<file path="src/rtl/red_pitaya_asg_seq_ctrl_if.sv">
// Sequencer bus for one ASG channel: control/status inputs towards the sequencer
// and the segment-select / load / run controls it drives into the table-pointer datapath.
interface red_pitaya_asg_seq_ctrl_if #(
   parameter int NSEG = 4,
   parameter int CW   = 16,
   parameter int RW   = 16,
   parameter int DLW  = 32
);
   localparam int SW = $clog2(NSEG);

   logic                 ctrl_en_i;
   logic                 trig_i;
   logic                 wrap_i;
   logic                 tick_us_i;
   logic [NSEG*CW-1:0]   seg_cyc_i;
   logic [RW-1:0]        seq_rep_i;
   logic [DLW-1:0]       seq_dly_i;
   logic [SW-1:0]        seg_sel_o;
   logic                 seg_load_o;
   logic                 run_o;
   logic                 busy_o;
   logic                 done_o;

   // driver side (channel control registers + datapath feedback)
   modport master (
      output ctrl_en_i, trig_i, wrap_i, tick_us_i, seg_cyc_i, seq_rep_i, seq_dly_i,
      input  seg_sel_o, seg_load_o, run_o, busy_o, done_o
   );

   // sequencer side
   modport slave (
      input  ctrl_en_i, trig_i, wrap_i, tick_us_i, seg_cyc_i, seq_rep_i, seq_dly_i,
      output seg_sel_o, seg_load_o, run_o, busy_o, done_o
   );
endinterface

</file>
<file path="src/rtl/red_pitaya_asg_seq_ctrl.sv">
// Per-channel ASG segment sequencer: trigger arming, segment selection, per-segment
// wrap counting, sequence repetition and inter-repetition delay.
// Optional feature macro: ASG_SEQ_RETRIG_EN (trigger edge in RUN/DELAY restarts the sequence).
module red_pitaya_asg_seq_ctrl #(
   parameter int NSEG = 4,
   parameter int CW   = 16,
   parameter int RW   = 16,
   parameter int DLW  = 32
) (
   input  logic                      dac_clk_i,
   input  logic                      dac_rstn_i,
   red_pitaya_asg_seq_ctrl_if.slave  bus
);
   localparam int SW = $clog2(NSEG);

   typedef enum logic [2:0] {
      S_IDLE, S_ARMED, S_LOAD, S_RUN, S_DELAY, S_DONE
   } state_t;

   state_t          state_q, state_d;
   logic            trig_q;
   logic [SW-1:0]   sel_q, sel_d;
   logic [SW-1:0]   first_q, first_d;
   logic [CW-1:0]   cyc_cnt_q, cyc_cnt_d;
   logic [RW-1:0]   rep_cnt_q, rep_cnt_d;
   logic [RW-1:0]   rep_q, rep_d;
   logic [DLW-1:0]  dly_q, dly_d;
   logic [DLW-1:0]  dly_cnt_q, dly_cnt_d;
   logic            seg_load_q, run_q, busy_q, done_q;

   logic            trig_rise;
   logic [NSEG-1:0] seg_nz;
   logic [SW:0]     first_hit, next_hit;
   logic [RW:0]     rep_nxt;
   logic [RW-1:0]   rep_inc;
   logic            seq_more;
   logic [DLW-1:0]  dly_cnt_inc;

   // {found, index} of the lowest non-empty segment at or above 'from'
   function automatic logic [SW:0] find_seg(input logic [NSEG-1:0] nz, input logic [SW:0] from);
      logic [SW:0] r;
      r = '0;
      for (int k = NSEG-1; k >= 0; k--)
         if (nz[k] && (k >= int'(from)))
            r = {1'b1, SW'(k)};
      return r;
   endfunction

   assign trig_rise = bus.trig_i & ~trig_q;

   // segments with a zero cycle count are skipped
   always_comb begin
      seg_nz = '0;
      for (int k = 0; k < NSEG; k++)
         seg_nz[k] = |bus.seg_cyc_i[k*CW +: CW];
   end

   assign first_hit   = find_seg(seg_nz, '0);
   assign next_hit    = find_seg(seg_nz, {1'b0, sel_q} + (SW+1)'(1));
   assign dly_cnt_inc = dly_cnt_q + DLW'(1);

   // end-of-sequence bookkeeping: repetition count saturates, wraps freely when infinite
   always_comb begin
      rep_nxt  = {1'b0, rep_cnt_q} + (RW+1)'(1);
      seq_more = (rep_q == '0) || (rep_nxt < {1'b0, rep_q});
      if (rep_q == '0)
         rep_inc = rep_nxt[RW-1:0];
      else if (rep_nxt[RW])
         rep_inc = rep_cnt_q;
      else
         rep_inc = rep_nxt[RW-1:0];
   end

   // next-state and datapath-counter logic
   always_comb begin
      state_d   = state_q;
      sel_d     = sel_q;
      first_d   = first_q;
      cyc_cnt_d = cyc_cnt_q;
      rep_cnt_d = rep_cnt_q;
      rep_d     = rep_q;
      dly_d     = dly_q;
      dly_cnt_d = dly_cnt_q;
      case (state_q)
         S_IDLE: state_d = S_ARMED;
         S_ARMED: begin
            // a trigger with no non-empty segment has nothing to play
            if (trig_rise && first_hit[SW]) begin
               rep_d     = bus.seq_rep_i;
               dly_d     = bus.seq_dly_i;
               rep_cnt_d = '0;
               first_d   = first_hit[SW-1:0];
               sel_d     = first_hit[SW-1:0];
               state_d   = S_LOAD;
            end
         end
         S_LOAD: begin
            // snapshot so later register writes do not disturb the running segment
            cyc_cnt_d = bus.seg_cyc_i[int'(sel_q)*CW +: CW];
            state_d   = S_RUN;
         end
         S_RUN: begin
            if (bus.wrap_i) begin
               // <=1 also covers a first segment emptied after the trigger
               if (cyc_cnt_q <= CW'(1)) begin
                  cyc_cnt_d = '0;
                  if (next_hit[SW]) begin
                     sel_d   = next_hit[SW-1:0];
                     state_d = S_LOAD;
                  end else begin
                     rep_cnt_d = rep_inc;
                     if (!seq_more) begin
                        state_d = S_DONE;
                     end else if (dly_q != '0) begin
                        dly_cnt_d = '0;
                        state_d   = S_DELAY;
                     end else begin
                        sel_d   = first_q;
                        state_d = S_LOAD;
                     end
                  end
               end else begin
                  cyc_cnt_d = cyc_cnt_q - CW'(1);
               end
            end
         end
         S_DELAY: begin
            if (bus.tick_us_i) begin
               dly_cnt_d = dly_cnt_inc;
               if (dly_cnt_inc == dly_q) begin
                  sel_d   = first_q;
                  state_d = S_LOAD;
               end
            end
         end
         S_DONE:  state_d = S_ARMED;
         default: state_d = S_IDLE;
      endcase
`ifdef ASG_SEQ_RETRIG_EN
      // restart overrides any wrap/tick seen in the same cycle
      if (((state_q == S_RUN) || (state_q == S_DELAY)) && trig_rise && first_hit[SW]) begin
         rep_d     = bus.seq_rep_i;
         dly_d     = bus.seq_dly_i;
         rep_cnt_d = '0;
         first_d   = first_hit[SW-1:0];
         sel_d     = first_hit[SW-1:0];
         state_d   = S_LOAD;
      end
`endif
      if (!bus.ctrl_en_i)
         state_d = S_IDLE;
   end

   // state, counters and registered outputs (outputs follow the state being entered)
   always_ff @(posedge dac_clk_i or negedge dac_rstn_i) begin
      if (!dac_rstn_i) begin
         state_q    <= S_IDLE;
         trig_q     <= 1'b0;
         sel_q      <= '0;
         first_q    <= '0;
         cyc_cnt_q  <= '0;
         rep_cnt_q  <= '0;
         rep_q      <= '0;
         dly_q      <= '0;
         dly_cnt_q  <= '0;
         seg_load_q <= 1'b0;
         run_q      <= 1'b0;
         busy_q     <= 1'b0;
         done_q     <= 1'b0;
      end else begin
         state_q    <= state_d;
         trig_q     <= bus.trig_i;
         sel_q      <= sel_d;
         first_q    <= first_d;
         cyc_cnt_q  <= cyc_cnt_d;
         rep_cnt_q  <= rep_cnt_d;
         rep_q      <= rep_d;
         dly_q      <= dly_d;
         dly_cnt_q  <= dly_cnt_d;
         seg_load_q <= (state_d == S_LOAD);
         run_q      <= (state_d == S_RUN);
         busy_q     <= (state_d == S_LOAD) || (state_d == S_RUN) || (state_d == S_DELAY);
         done_q     <= (state_d == S_DONE);
      end
   end

   assign bus.seg_sel_o  = sel_q;
   assign bus.seg_load_o = seg_load_q;
   assign bus.run_o      = run_q;
   assign bus.busy_o     = busy_q;
   assign bus.done_o     = done_q;
endmodule

</file>
<file path="src/flat_wrapper.sv">
// flat-port wrapper written by rule: the top's interface ports become plain ports
module red_pitaya_asg_seq_ctrl_flat 
#(
   parameter int NSEG = 4,
   parameter int CW   = 16,
   parameter int RW   = 16,
   parameter int DLW  = 32
)
  (dac_clk_i, dac_rstn_i, bus_ctrl_en_i, bus_trig_i, bus_wrap_i, bus_tick_us_i, bus_seg_cyc_i, bus_seq_rep_i, bus_seq_dly_i, bus_seg_sel_o, bus_seg_load_o, bus_run_o, bus_busy_o, bus_done_o);
  red_pitaya_asg_seq_ctrl_if #(.NSEG(NSEG), .CW(CW), .RW(RW), .DLW(DLW)) bus_i ();
  input  logic dac_clk_i;
  input  logic dac_rstn_i;
  input wire logic [$bits(bus_i.ctrl_en_i)-1:0] bus_ctrl_en_i;
  input wire logic [$bits(bus_i.trig_i)-1:0] bus_trig_i;
  input wire logic [$bits(bus_i.wrap_i)-1:0] bus_wrap_i;
  input wire logic [$bits(bus_i.tick_us_i)-1:0] bus_tick_us_i;
  input wire logic [$bits(bus_i.seg_cyc_i)-1:0] bus_seg_cyc_i;
  input wire logic [$bits(bus_i.seq_rep_i)-1:0] bus_seq_rep_i;
  input wire logic [$bits(bus_i.seq_dly_i)-1:0] bus_seq_dly_i;
  output wire logic [$bits(bus_i.seg_sel_o)-1:0] bus_seg_sel_o;
  output wire logic [$bits(bus_i.seg_load_o)-1:0] bus_seg_load_o;
  output wire logic [$bits(bus_i.run_o)-1:0] bus_run_o;
  output wire logic [$bits(bus_i.busy_o)-1:0] bus_busy_o;
  output wire logic [$bits(bus_i.done_o)-1:0] bus_done_o;
  assign bus_i.ctrl_en_i = bus_ctrl_en_i;
  assign bus_i.trig_i = bus_trig_i;
  assign bus_i.wrap_i = bus_wrap_i;
  assign bus_i.tick_us_i = bus_tick_us_i;
  assign bus_i.seg_cyc_i = bus_seg_cyc_i;
  assign bus_i.seq_rep_i = bus_seq_rep_i;
  assign bus_i.seq_dly_i = bus_seq_dly_i;
  assign bus_seg_sel_o = bus_i.seg_sel_o;
  assign bus_seg_load_o = bus_i.seg_load_o;
  assign bus_run_o = bus_i.run_o;
  assign bus_busy_o = bus_i.busy_o;
  assign bus_done_o = bus_i.done_o;
  red_pitaya_asg_seq_ctrl #(.NSEG(NSEG), .CW(CW), .RW(RW), .DLW(DLW)) u_core (.dac_clk_i(dac_clk_i), .dac_rstn_i(dac_rstn_i), .bus(bus_i));
endmodule
</file>
<file path="config.mk">
export PLATFORM = sky130hd
export DESIGN_NAME = red_pitaya_asg_seq_ctrl_flat
export DESIGN_NICKNAME = d
export VERILOG_FILES = /design/src/rtl/red_pitaya_asg_seq_ctrl_if.sv /design/src/rtl/red_pitaya_asg_seq_ctrl.sv /design/src/flat_wrapper.sv
export SDC_FILE = /design/constraint.sdc
export NUM_CORES = 1
export LEC_CHECK = 0
export CELL_PAD_IN_SITES_DETAIL_PLACEMENT = 0
export CELL_PAD_IN_SITES_GLOBAL_PLACEMENT = 1
export CORE_MARGIN = 2
export CORE_UTILIZATION = 41
export DETAILED_ROUTE_END_ITERATION = 6
export GPL_TIMING_DRIVEN = 0
export HOLD_SLACK_MARGIN = 0.03
export PLACE_DENSITY = 0.86
export SLEW_MARGIN = 20
export SYNTH_ARGS = -nofsm -noshare
export SYNTH_HDL_FRONTEND = slang
export SYNTH_SLANG_ARGS = --single-unit
</file>
<file path="constraint.sdc">
create_clock -name dac_clk_i -period 4.3 [get_ports dac_clk_i]
set_input_delay 0.86 -clock dac_clk_i [delete_from_list [all_inputs] [get_ports dac_clk_i]]
set_output_delay 0.86 -clock dac_clk_i [all_outputs]
set_load 0.02 [all_outputs]
</file>
==> results of run 1 <==
==> through the flow <==
step,cells,hold slack [ns]
2_1_floorplan,959,0.437
3_3_place_gp,1347,0.452
3_5_place_dp,1348,0.461
4_1_cts,1380,0.338
5_1_grt,1381,0.357
6_report,1381,0.320
==> registers in the layout, indices dropped and copies added (netlist names) <==
signal / flops
u_core.dly_cnt_q: 32
u_core.dly_q: 32
u_core.cyc_cnt_q: 16
u_core.rep_cnt_q: 16
u_core.rep_q: 16
u_core.state_q: 3
u_core.bus.seg_sel_o: 2
u_core.first_q: 2
u_core.bus.busy_o: 1
u_core.bus.done_o: 1
u_core.bus.run_o: 1
u_core.bus.seg_load_o: 1
u_core.trig_q: 1
==> logic make-up after synthesis <==
kind of cell             synth area share
adder cells (fa/ha/maj)            0.0304
AND/OR/NAND/NOR                     0.272
multiplexers                       0.0483
flip-flops                          0.381
AO/OA/AOI/OAI                       0.155
XOR/XNOR                           0.0642
buffers and inverters              0.0484
==> cells in the mapped netlist, types with 5 or more instances <==
| library cell | instances | area [um^2] |
|---|---|---|
| nand3_1 | 45 | 225 |
| xnor2_1 | 37 | 324 |
| a22oi_1 | 5 | 37.5 |
| clkbuf_1 | 37 | 139 |
| o41ai_1 | 5 | 43.8 |
| ha_1 | 19 | 238 |
| o21ai_0 | 92 | 460 |
| or4_1 | 6 | 45.0 |
| a31oi_1 | 13 | 81.3 |
| inv_1 | 30 | 113 |
| nand2b_1 | 21 | 131 |
| nor3_1 | 16 | 80.1 |
| a21oi_1 | 43 | 215 |
| nor2_1 | 55 | 206 |
| and4_1 | 9 | 78.8 |
| mux4_2 | 16 | 360 |
| and2_1 | 5 | 31.3 |
| o31ai_1 | 18 | 135 |
| nand4_1 | 23 | 144 |
| nand2_1 | 183 | 687 |
| xor2_1 | 20 | 175 |
| and3_1 | 11 | 68.8 |
| dfrtp_1 | 124 | 3100 |
| nor4_1 | 39 | 244 |
| clkbuf_8 | 6 | 82.6 |
==> critical path: cells and delay by family (launching register included) <==
| kind | cells | cell delay, ns |
|---|---|---|
| and+or+nand+nor | 7 | 1.40 |
| AOI/OAI and AO/OA | 5 | 0.86 |
| adders and majority gates | 2 | 0.57 |
| DFF | 1 | 0.43 |
| buffers and inverters | 1 | 0.29 |
| xor gates and xnor gates | 1 | 0.24 |
==> worst paths after layout <==
kind	start	depth (start not counted)	endpoint	slack [ns]
max in group asynchronous	dac_rstn_i	2	u_core.state_q[2]	3.28
min in group dac_clk_i	u_core.first_q[0]	2	u_core.first_q[0]	0.48
worst min-delay path	dac_rstn_i	1	u_core.dly_q[19]	0.32
worst min register to register	u_core.first_q[0]	2	u_core.first_q[0]	0.48
worst max register to register	u_core.rep_cnt_q[0]	16	u_core.dly_cnt_q[12]	0.37
worst max-delay path	u_core.rep_cnt_q[0]	16	u_core.dly_cnt_q[12]	0.37
==> power by group <==
group / leakage [nW] / total (W) / internal (W) / switching, W
Sequential: 1.61 / 0.00148 / 0.00131 / 0.000161
Combinational: 2.48 / 0.000661 / 0.000323 / 0.000338
Clock: 0.276 / 0.00142 / 0.000822 / 0.000595
Total: 4.36 / 0.00355 / 0.00246 / 0.00109
==> per-layer routing <==
layer  up-vias  global-route usage  part of all wire
met5         -                   0                 0
met3        37              0.0440             0.053
met1      3780               0.349              0.47
li1       3767                   -                 -
met4         0              0.0757             0.017
met2       263               0.380              0.46
==> cell type report <==
type / instances / area [um^2] / area share
buffer: 53 / 292 / 0.0282
clock inverter: 13 / 129 / 0.0124
clock buffer: 19 / 443 / 0.0428
sequential: 124 / 3100 / 0.300
timing repair buffer: 125 / 1270 / 0.123
inverter: 30 / 113 / 0.0109
tap: 265 / 332 / 0.0320
multi-input combinational: 752 / 4670 / 0.451
==> repair_timing <==
item / CTS / global route
pin swaps: 0 / 1
endpoints found under the hold margin: 0 / 0
setup endpoints to repair: 25 / 34
hold buffers: 0 / 0
buffers inserted: 0 / 1
resized for setup: 3 / 11
==> run summary, run 1 <==
largest stage delay on the critical path -> 0.51 ns
critical setup path kind -> flip-flop to flip-flop
asr flop ratio synth -> 1.00
number of global-route vias before repair -> 7,739
most common library cell in the layout ignoring fill and taps -> nand2_1
sequential fraction of the synthesis area -> 0.381
final standard cell area without fillers -> 0.0104 mm^2
antenna diode count -> 0
HPWL after detailed placement -> 18,900 um
maximum VDD drop -> 0.000259 V
CTS tree -> done
total nets after synthesis -> 1,096
final routed wirelength across all metal layers -> 25,100 um
number of distinct standard cells referenced by the synthesized netlist -> 72
headroom to the max-slew limit -> 0.464
total power of the final layout -> 0.00355 W
leading cell types in the layout, fill and taps excluded -> 183 x nand2_1, 124 x dfrtp_1, 122 x clkdlybuf4s50_1, 92 x o21ai_0, 53 x nor2_1
power per cell area -> 343 mW/mm^2
arrival time at the worst endpoint -> 4.23 ns
H-tree level count -> 4
initial core utilization -> 0.418
clock root buffer -> clkbuf_16
Worst-path clk slew -> 0.06 ns
die outline width -> 145 um
category of the worst setup path capture point -> flip-flop
total via count after detailed routing -> 7,847
number of fill cells in the layout -> 1,836
required time of the critical path -> 4.60 ns
period utilisation layout -> 0.914
final slew viol count -> 0
Worst Tran Pin Value -> 0.796 ns
fraction of the core area covered by cells at the end of the flow -> 0.532
crit-path cells -> ha_1 -> nand4_1 -> nor2_4 -> nand2_1 -> xnor2_1 -> ha_1 -> nand3_1 -> nor3_1 -> or4_1 -> a211oi_2 -> o21ai_0 -> nor2b_1 -> a21oi_4 -> clkbuf_4 -> o21ai_0 -> o41ai_1
global routing usage summed across all routing layers -> 0.245
final number of setup-violating endpoints -> 0
number of nets with antenna violations after detailed routing -> 0
most common flop cell mapped by yosys -> dfrtp_1
detailed-routing iteration count for the pre-antenna-repair pass -> 5
min setup slack post-route -> 0.371 ns
via density per instance -> 5.68
outcome -> complete, no violations
io pins -> 124
std cell rows -> 51
fraction of layout instances using a drive strength above 1 -> 0.0780
timing-limited maximum frequency -> 254 MHz
post-detailed-route wirelength per cell -> 18.2 um
static leakage power -> 4.36 nW
die outline area -> 0.0210 mm^2
final hold violation count -> 0
setup TNS -> 0 ns
Setup crit start kind -> flip-flop
first-pass GRT wire length -> 40,900 um
maximum root-to-sink buffer count -> 2
overall die height -> 145 um
worst-case setup slack after placement -> -0.376 ns
EDFF count, synth -> 0
worst-skew pair later-pin latency -> 0.43 ns
count of warnings emitted by yosys -> 0
total clock sinks -> 124
unrepaired setup endpoints after global routing -> false
DRC viols -> 0
layout overhead on the synthesized area -> 27.2%
Post-Synthesis Cells -> 959
area of the core -> 0.0195 mm^2
area post-placement -> 0.00974 mm^2
maximum number of pins on one net before global-route repair -> 75
count of state elements after synthesis -> 124
setup skew after layout -> 0.0135 ns
Max Cap Violations -> 0
slowest cell on the critical path -> or4_1
weighted congestion at the end of routability-driven global placement -> 0.930
Detailed Route Iter0 Violations -> 870
clock buffer count from CTS -> 17
minimum period implied by the final worst setup slack -> 3.93 ns
PortBufs -> 123
per-instance average area after synthesis -> 8.49 um^2
initial antenna violation count -> 0
netlist area before placement -> 0.00814 mm^2
kind of path behind the tightest hold check -> input port to async pin
total number of nets in the final design -> 1,240
gr ovfl total -> 0
CP Max Fanout -> 10
Power figures use the tool's default switching activity.
==> run 2: changes to the inputs <==
--- a/config.mk
+++ b/config.mk
@@ -12,7 +12,7 @@
 export DETAILED_ROUTE_END_ITERATION = 6
 export GPL_TIMING_DRIVEN = 0
 export HOLD_SLACK_MARGIN = 0.03
-export PLACE_DENSITY = 0.86
+export PLACE_DENSITY = 0.81
 export SLEW_MARGIN = 20
 export SYNTH_ARGS = -nofsm -noshare
 export SYNTH_HDL_FRONTEND = slang
==> run 2 against run 1 <==
Effect of this change:
- global-route usage is 0.076 points higher
- core utilization increased by 0.084 points
- first-iteration DRC count is 7.7% lower
- non-clock buffer count up 2
- combinational power barely moved
- power rose by 0.85%
- clock skew decreased by 0.0047 ns
- routed wire length up 2.1%
- largest power group unchanged
- highest routed layer unchanged
==> run summary, run 2 (synthesized netlist as in run 1, its figures left out) <==
registers with the highest flip-flop counts -> u_core.dly_cnt_q x32, u_core.dly_q x32
total number of nets in the final design -> 1,242
maximum root-to-sink buffer count -> 2
die outline width -> 145 um
total via count after detailed routing -> 7,836
first-pass GRT wire length -> 40,900 um
final standard cell area without fillers -> 0.0104 mm^2
Sequential Power Share -> 0.412
met2 routed wirelength -> 11,700 um
minimum period implied by the final worst setup slack -> 4.00 ns
Setup crit start kind -> flip-flop
Worst Tran Pin Value -> 0.765 ns
final routed wirelength across all metal layers -> 25,700 um
arrival time at the worst endpoint -> 4.27 ns
antenna diode count -> 0
H-tree level count -> 4
CTS Hold Bufs -> 0
gr ovfl total -> 0
maximum VDD drop -> 0.000282 V
sum of routed wire segments on met1 -> 12,300 um
category of the worst setup path capture point -> flip-flop
leading cell types in the layout, fill and taps excluded -> 183 x nand2_1, 124 x dfrtp_1, 122 x clkdlybuf4s50_1, 92 x o21ai_0, 53 x nor2_1
area taken by flip-flops and latches -> 0.00310 mm^2
Critical R2R Capture -> u_core.dly_cnt_q[5]
number of global-route vias before repair -> 7,545
via density per instance -> 5.67
io pins -> 124
non-filler cells in the finished layout -> 1,381
outcome -> complete, no violations
period utilisation layout -> 0.930
Max Cap Violations -> 0
most common library cell in the layout ignoring fill and taps -> nand2_1
die outline area -> 0.0210 mm^2
global routing usage summed across all routing layers -> 0.246
weighted congestion at the end of routability-driven global placement -> 0.897
critical setup path kind -> flip-flop to flip-flop
Worst-path clk slew -> 0.06 ns
overall die height -> 145 um
fraction of layout instances using a drive strength above 1 -> 0.0780
final hold violation count -> 0
CP Max Fanout -> 10
worst-skew pair later-pin latency -> 0.42 ns
area post-placement -> 0.00974 mm^2
met3 routed wirelength -> 1250 um
power per cell area -> 346 mW/mm^2
CTS tree -> done
number of instances in the placed design -> 1,348
clock buffer count from CTS -> 17
setup skew after layout -> 0.00878 ns
area taken by multi-input logic gates -> 0.00466 mm^2
required time of the critical path -> 4.58 ns
number of nets with antenna violations after detailed routing -> 0
clock root buffer -> clkbuf_16
Switch Pwr -> 0.00103 W
total clock sinks -> 124
clock network power share -> 0.404
area of the core -> 0.0195 mm^2
minimum setup slack among reg-to-reg paths -> 0.30 ns
depth of the most critical reg-to-reg path -> 16
proportion of power drawn by combinational gates -> 0.184
PortBufs -> 123
number of fill cells in the layout -> 1,858
initial core utilization -> 0.418
headroom to the max-slew limit -> 0.490
initial antenna violation count -> 0
layout overhead on the synthesized area -> 27.4%
total power of the final layout -> 0.00358 W
unrepaired setup endpoints after global routing -> false
final number of setup-violating endpoints -> 0
timing-limited maximum frequency -> 250 MHz
critical register-to-register path startpoint -> u_core.rep_cnt_q[0]
post-detailed-route wirelength per cell -> 18.6 um
worst hold slack after final layout -> 0.327 ns
net switching fraction of the power -> 0.286
final slew viol count -> 0
DRC viols -> 0
detailed-routing iteration count for the pre-antenna-repair pass -> 5
kind of path behind the tightest hold check -> input port to async pin
CP startpoint -> u_core.rep_cnt_q[0]
std cell rows -> 51
Power Internal -> 0.00256 W
HPWL after detailed placement -> 19,300 um
static leakage power -> 4.38 nW
highest metal layer with signal wires -> met4
Detailed Route Iter0 Violations -> 803
maximum number of pins on one net before global-route repair -> 76
run 2: cell count changes in the layout (fill, tap and decap cells not counted), moves of 2 or more:
cell      before  now
clkinv_2       1    4
inv_6          6    0
clkinv_4       3    0
clkbuf_8       7   11
buf_4          2    4
run 2: area by class of cell:
type	instances	area share
clock buffers	23	0.0480
repair buffers	127	0.124
well taps	265	0.0320
plain buffers	53	0.0281
inverters	30	0.0109
multi-input cells	752	0.449
clock inverters	7	0.00845
flip-flops and latches	124	0.299
run 2: power groups by stage:
| stage | clock network [W] | logic [W] | registers [W] |
|---|---|---|---|
| after floorplan | 0 | 0.000399 | 0.00144 |
| after detailed placement | 0 | 0.000656 | 0.00149 |
| final | 0.00145 | 0.000661 | 0.00148 |
| after CTS | 0.00147 | 0.000661 | 0.00147 |
| after global routing | 0.00151 | 0.000740 | 0.00149 |
| after global placement | 0 | 0.000646 | 0.00149 |
run 2: worst max path at each step:
stage                            to  slack (ns)
3_3_place_gp   u_core.rep_cnt_q[10]       -2.72
6_report        u_core.dly_cnt_q[5]        0.30
2_1_floorplan   u_core.dly_cnt_q[7]        0.76
5_1_grt        u_core.dly_cnt_q[10]        0.06
4_1_cts         u_core.dly_cnt_q[5]        0.04
3_5_place_dp    u_core.dly_cnt_q[5]       -0.38
run 2: what timing repair did:
| action | in CTS | in global routing |
|---|---|---|
| buffers inserted | 0 | 3 |
| setup endpoints to repair | 25 | 30 |
| resized for setup | 3 | 8 |
| pin swaps | 0 | 2 |
run 2: stage by stage:
step                      setup TNS (ns)  setup slack [ns]   util
final                                  0             0.302  0.533
after global routing                   0            0.0550  0.533
after CTS                              0            0.0425  0.531
after detailed placement           -7.79            -0.380  0.500
after global placement           -343.18             -2.72  0.499
after floorplan                        0             0.759      -
run 2: worst max-delay path: stages (launching register included):
cell	delay [ns]
dfrtp_1	0.44
ha_1	0.27
nand4_1	0.15
nor2_2	0.24
nand3_1	0.12
xnor2_1	0.25
ha_1	0.29
a21oi_1	0.16
nor3_1	0.05
or4_1	0.51
a211oi_2	0.26
o311ai_0	0.23
nand2_1	0.20
a21oi_2	0.12
clkbuf_4	0.25
o21ai_0	0.18
o31ai_1	0.10
run 2: metal layers:
metal	vias up	global-route usage
met5	-	0
met4	0	0.0728
met3	34	0.0365
met2	260	0.377
met1	3770	0.360
li1	3772	-
==> run 3: changes to the inputs <==
--- a/config.mk
+++ b/config.mk
@@ -13,7 +13,6 @@
 export GPL_TIMING_DRIVEN = 0
 export HOLD_SLACK_MARGIN = 0.03
 export PLACE_DENSITY = 0.81
-export SLEW_MARGIN = 20
 export SYNTH_ARGS = -nofsm -noshare
 export SYNTH_HDL_FRONTEND = slang
 export SYNTH_SLANG_ARGS = --single-unit
==> run 3 against run 2 <==
Effect of this change:
- sequential power about the same
- clock power up 8%
- count of clock-buffer cells in the layout did not move
- cell area increased by 0.35%
- routed wire length down 0.31%
- worst setup slack gained 0.015 ns
- sequential cell count is the same
- via count down 0.18%
- combinational power about the same
==> run summary, run 3 (synthesized netlist as in run 1, its figures left out) <==
Worst Tran Pin Value -> 0.863 ns
Worst-path clk slew -> 0.05 ns
HPWL after detailed placement -> 19,300 um
total clock sinks -> 124
overall die height -> 145 um
Top delay family on crit path -> simple AND/OR/NAND/NOR gates
Worst setup endpoint -> u_core.dly_cnt_q[18]
maximum VDD drop -> 0.000294 V
number of global-route vias before repair -> 7,519
cell repeated most along the worst path -> ha_1
critical setup path kind -> flip-flop to flip-flop
minimum setup slack among reg-to-reg paths -> 0.32 ns
clock root buffer -> clkbuf_16
outcome -> complete, no violations
final number of setup-violating endpoints -> 0
CP Max Fanout -> 10
detailed-routing iteration count for the pre-antenna-repair pass -> 5
maximum root-to-sink buffer count -> 2
CTS tree -> done
via density per instance -> 5.67
maximum number of pins on one net before global-route repair -> 76
leading cell types in the layout, fill and taps excluded -> 183 x nand2_1, 124 x dfrtp_1, 122 x clkdlybuf4s50_1, 92 x o21ai_0, 53 x nor2_1
weighted congestion at the end of routability-driven global placement -> 0.897
H-tree level count -> 4
power per cell area -> 356 mW/mm^2
final hold violation count -> 0
fraction of the core area covered by cells at the end of the flow -> 0.535
Detailed Route Iter0 Violations -> 690
gr ovfl total -> 0
period utilisation layout -> 0.926
static leakage power -> 4.40 nW
arrival time at the worst endpoint -> 4.28 ns
die outline area -> 0.0210 mm^2
number of fill cells in the layout -> 1,842
non-filler cells in the finished layout -> 1,380
timing-limited maximum frequency -> 251 MHz
setup skew after layout -> 0.00640 ns
depth of the most critical reg-to-reg path -> 16
total power of the final layout -> 0.00371 W
std cell rows -> 51
total number of nets in the final design -> 1,241
CP bufs+invs -> 1
slowest cell on the critical path -> or4_1
area taken by multi-input logic gates -> 0.00466 mm^2
post-detailed-route wirelength per cell -> 18.5 um
required time of the critical path -> 4.60 ns
area of the core -> 0.0195 mm^2
number of instances in the placed design -> 1,348
PortBufs -> 123
largest stage delay on the critical path -> 0.51 ns
Max Cap Violations -> 0
io pins -> 124
category of the worst setup path capture point -> flip-flop
kind of path behind the tightest hold check -> input port to async pin
minimum period implied by the final worst setup slack -> 3.98 ns
CP startpoint -> u_core.rep_cnt_q[0]
initial core utilization -> 0.418
worst-skew pair later-pin latency -> 0.42 ns
headroom to the max-slew limit -> 0.419
most common library cell in the layout ignoring fill and taps -> nand2_1
area taken by flip-flops and latches -> 0.00310 mm^2
Setup crit start kind -> flip-flop
initial antenna violation count -> 0
Critical R2R Capture -> u_core.dly_cnt_q[18]
DRC viols -> 0
critical register-to-register path startpoint -> u_core.rep_cnt_q[0]
area post-placement -> 0.00973 mm^2
unrepaired setup endpoints after global routing -> false
die outline width -> 145 um
crit-path cells -> ha_1 -> nand4_1 -> nor2_2 -> nand3_1 -> xnor2_1 -> ha_1 -> a21oi_1 -> nor3_1 -> or4_1 -> a211oi_2 -> o311ai_0 -> nand2_1 -> a21oi_2 -> clkbuf_4 -> o21ai_0 -> o31ai_1
registers with the highest flip-flop counts -> u_core.dly_cnt_q x32, u_core.dly_q x32
final slew viol count -> 0
total via count after detailed routing -> 7,822
number of nets with antenna violations after detailed routing -> 0
number of cells on the critical path -> 16
fraction of layout instances using a drive strength above 1 -> 0.0771
final routed wirelength across all metal layers -> 25,600 um
clock buffer count from CTS -> 17
layout overhead on the synthesized area -> 27.8%
global routing usage summed across all routing layers -> 0.245
first-pass GRT wire length -> 40,800 um
final standard cell area without fillers -> 0.0104 mm^2
antenna diode count -> 0
CTS Hold Bufs -> 0
-- run 3: worst min-delay path by stage --
stage                            to  slack, ns  cells past startpoint
2_1_floorplan     u_core.first_q[1]       0.44                      2
3_3_place_gp      u_core.first_q[1]       0.45                      2
3_5_place_dp      u_core.first_q[1]       0.46                      2
4_1_cts        u_core.dly_cnt_q[16]       0.39                      1
5_1_grt        u_core.dly_cnt_q[16]       0.40                      1
6_report       u_core.dly_cnt_q[16]       0.37                      1
-- run 3: metal layers --
metal	GRT usage	vias up	routed length [um]
li1	-	3764	-
met1	0.359	3746	12100
met2	0.372	280	11500
met3	0.0456	32	1520
met4	0.0683	0	406
met5	0	-	0
-- run 3: layout make-up --
class / instances / share of cell area
Multi-Input combinational cell: 752 / 0.448
Sequential cell: 124 / 0.298
Timing Repair Buffer: 126 / 0.123
Clock buffer: 23 / 0.0479
Tap cell: 265 / 0.0319
Buffer: 53 / 0.0280
Clock inverter: 7 / 0.0130
Inverter: 30 / 0.0108
-- run 3: report_power, final --
part | internal [W] | total, W | switching, W | leakage, nW
combinational | 0.000323 | 0.000662 | 0.000338 | 2.48
clock | 0.00104 | 0.00157 | 0.000533 | 0.315
sequential | 0.00132 | 0.00148 | 0.000161 | 1.61
total | 0.00268 | 0.00371 | 0.00103 | 4.40
-- run 3: worst reg2reg max path: cells and delay by family (launching register included) --
kind	cells	cell delay, ns
AO/OA/AOI/OAI	6	1.11
buffers and inverters	1	0.25
flip-flops	1	0.44
AND/OR/NAND/NOR	6	1.27
adder cells (fa/ha/maj)	2	0.56
XOR/XNOR	1	0.23
-- run 3: per-stage QoR --
| step | setup TNS (ns) | setup slack (ns) | hold WS [ns] |
|---|---|---|---|
| 2_1_floorplan | 0 | 0.759 | 0.437 |
| 3_3_place_gp | -343.18 | -2.72 | 0.454 |
| 3_5_place_dp | -8.26 | -0.394 | 0.460 |
| 4_1_cts | 0 | 0.0417 | 0.387 |
| 5_1_grt | 0 | 0.0247 | 0.402 |
| 6_report | 0 | 0.316 | 0.367 |
-- run 3: repair_timing --
item                       4_1_cts  5_1_grt
gates resized for setup          3        9
gates cloned                     0        0
pin swaps                        0        2
setup endpoints to repair       25       30
buffers inserted                 0        2
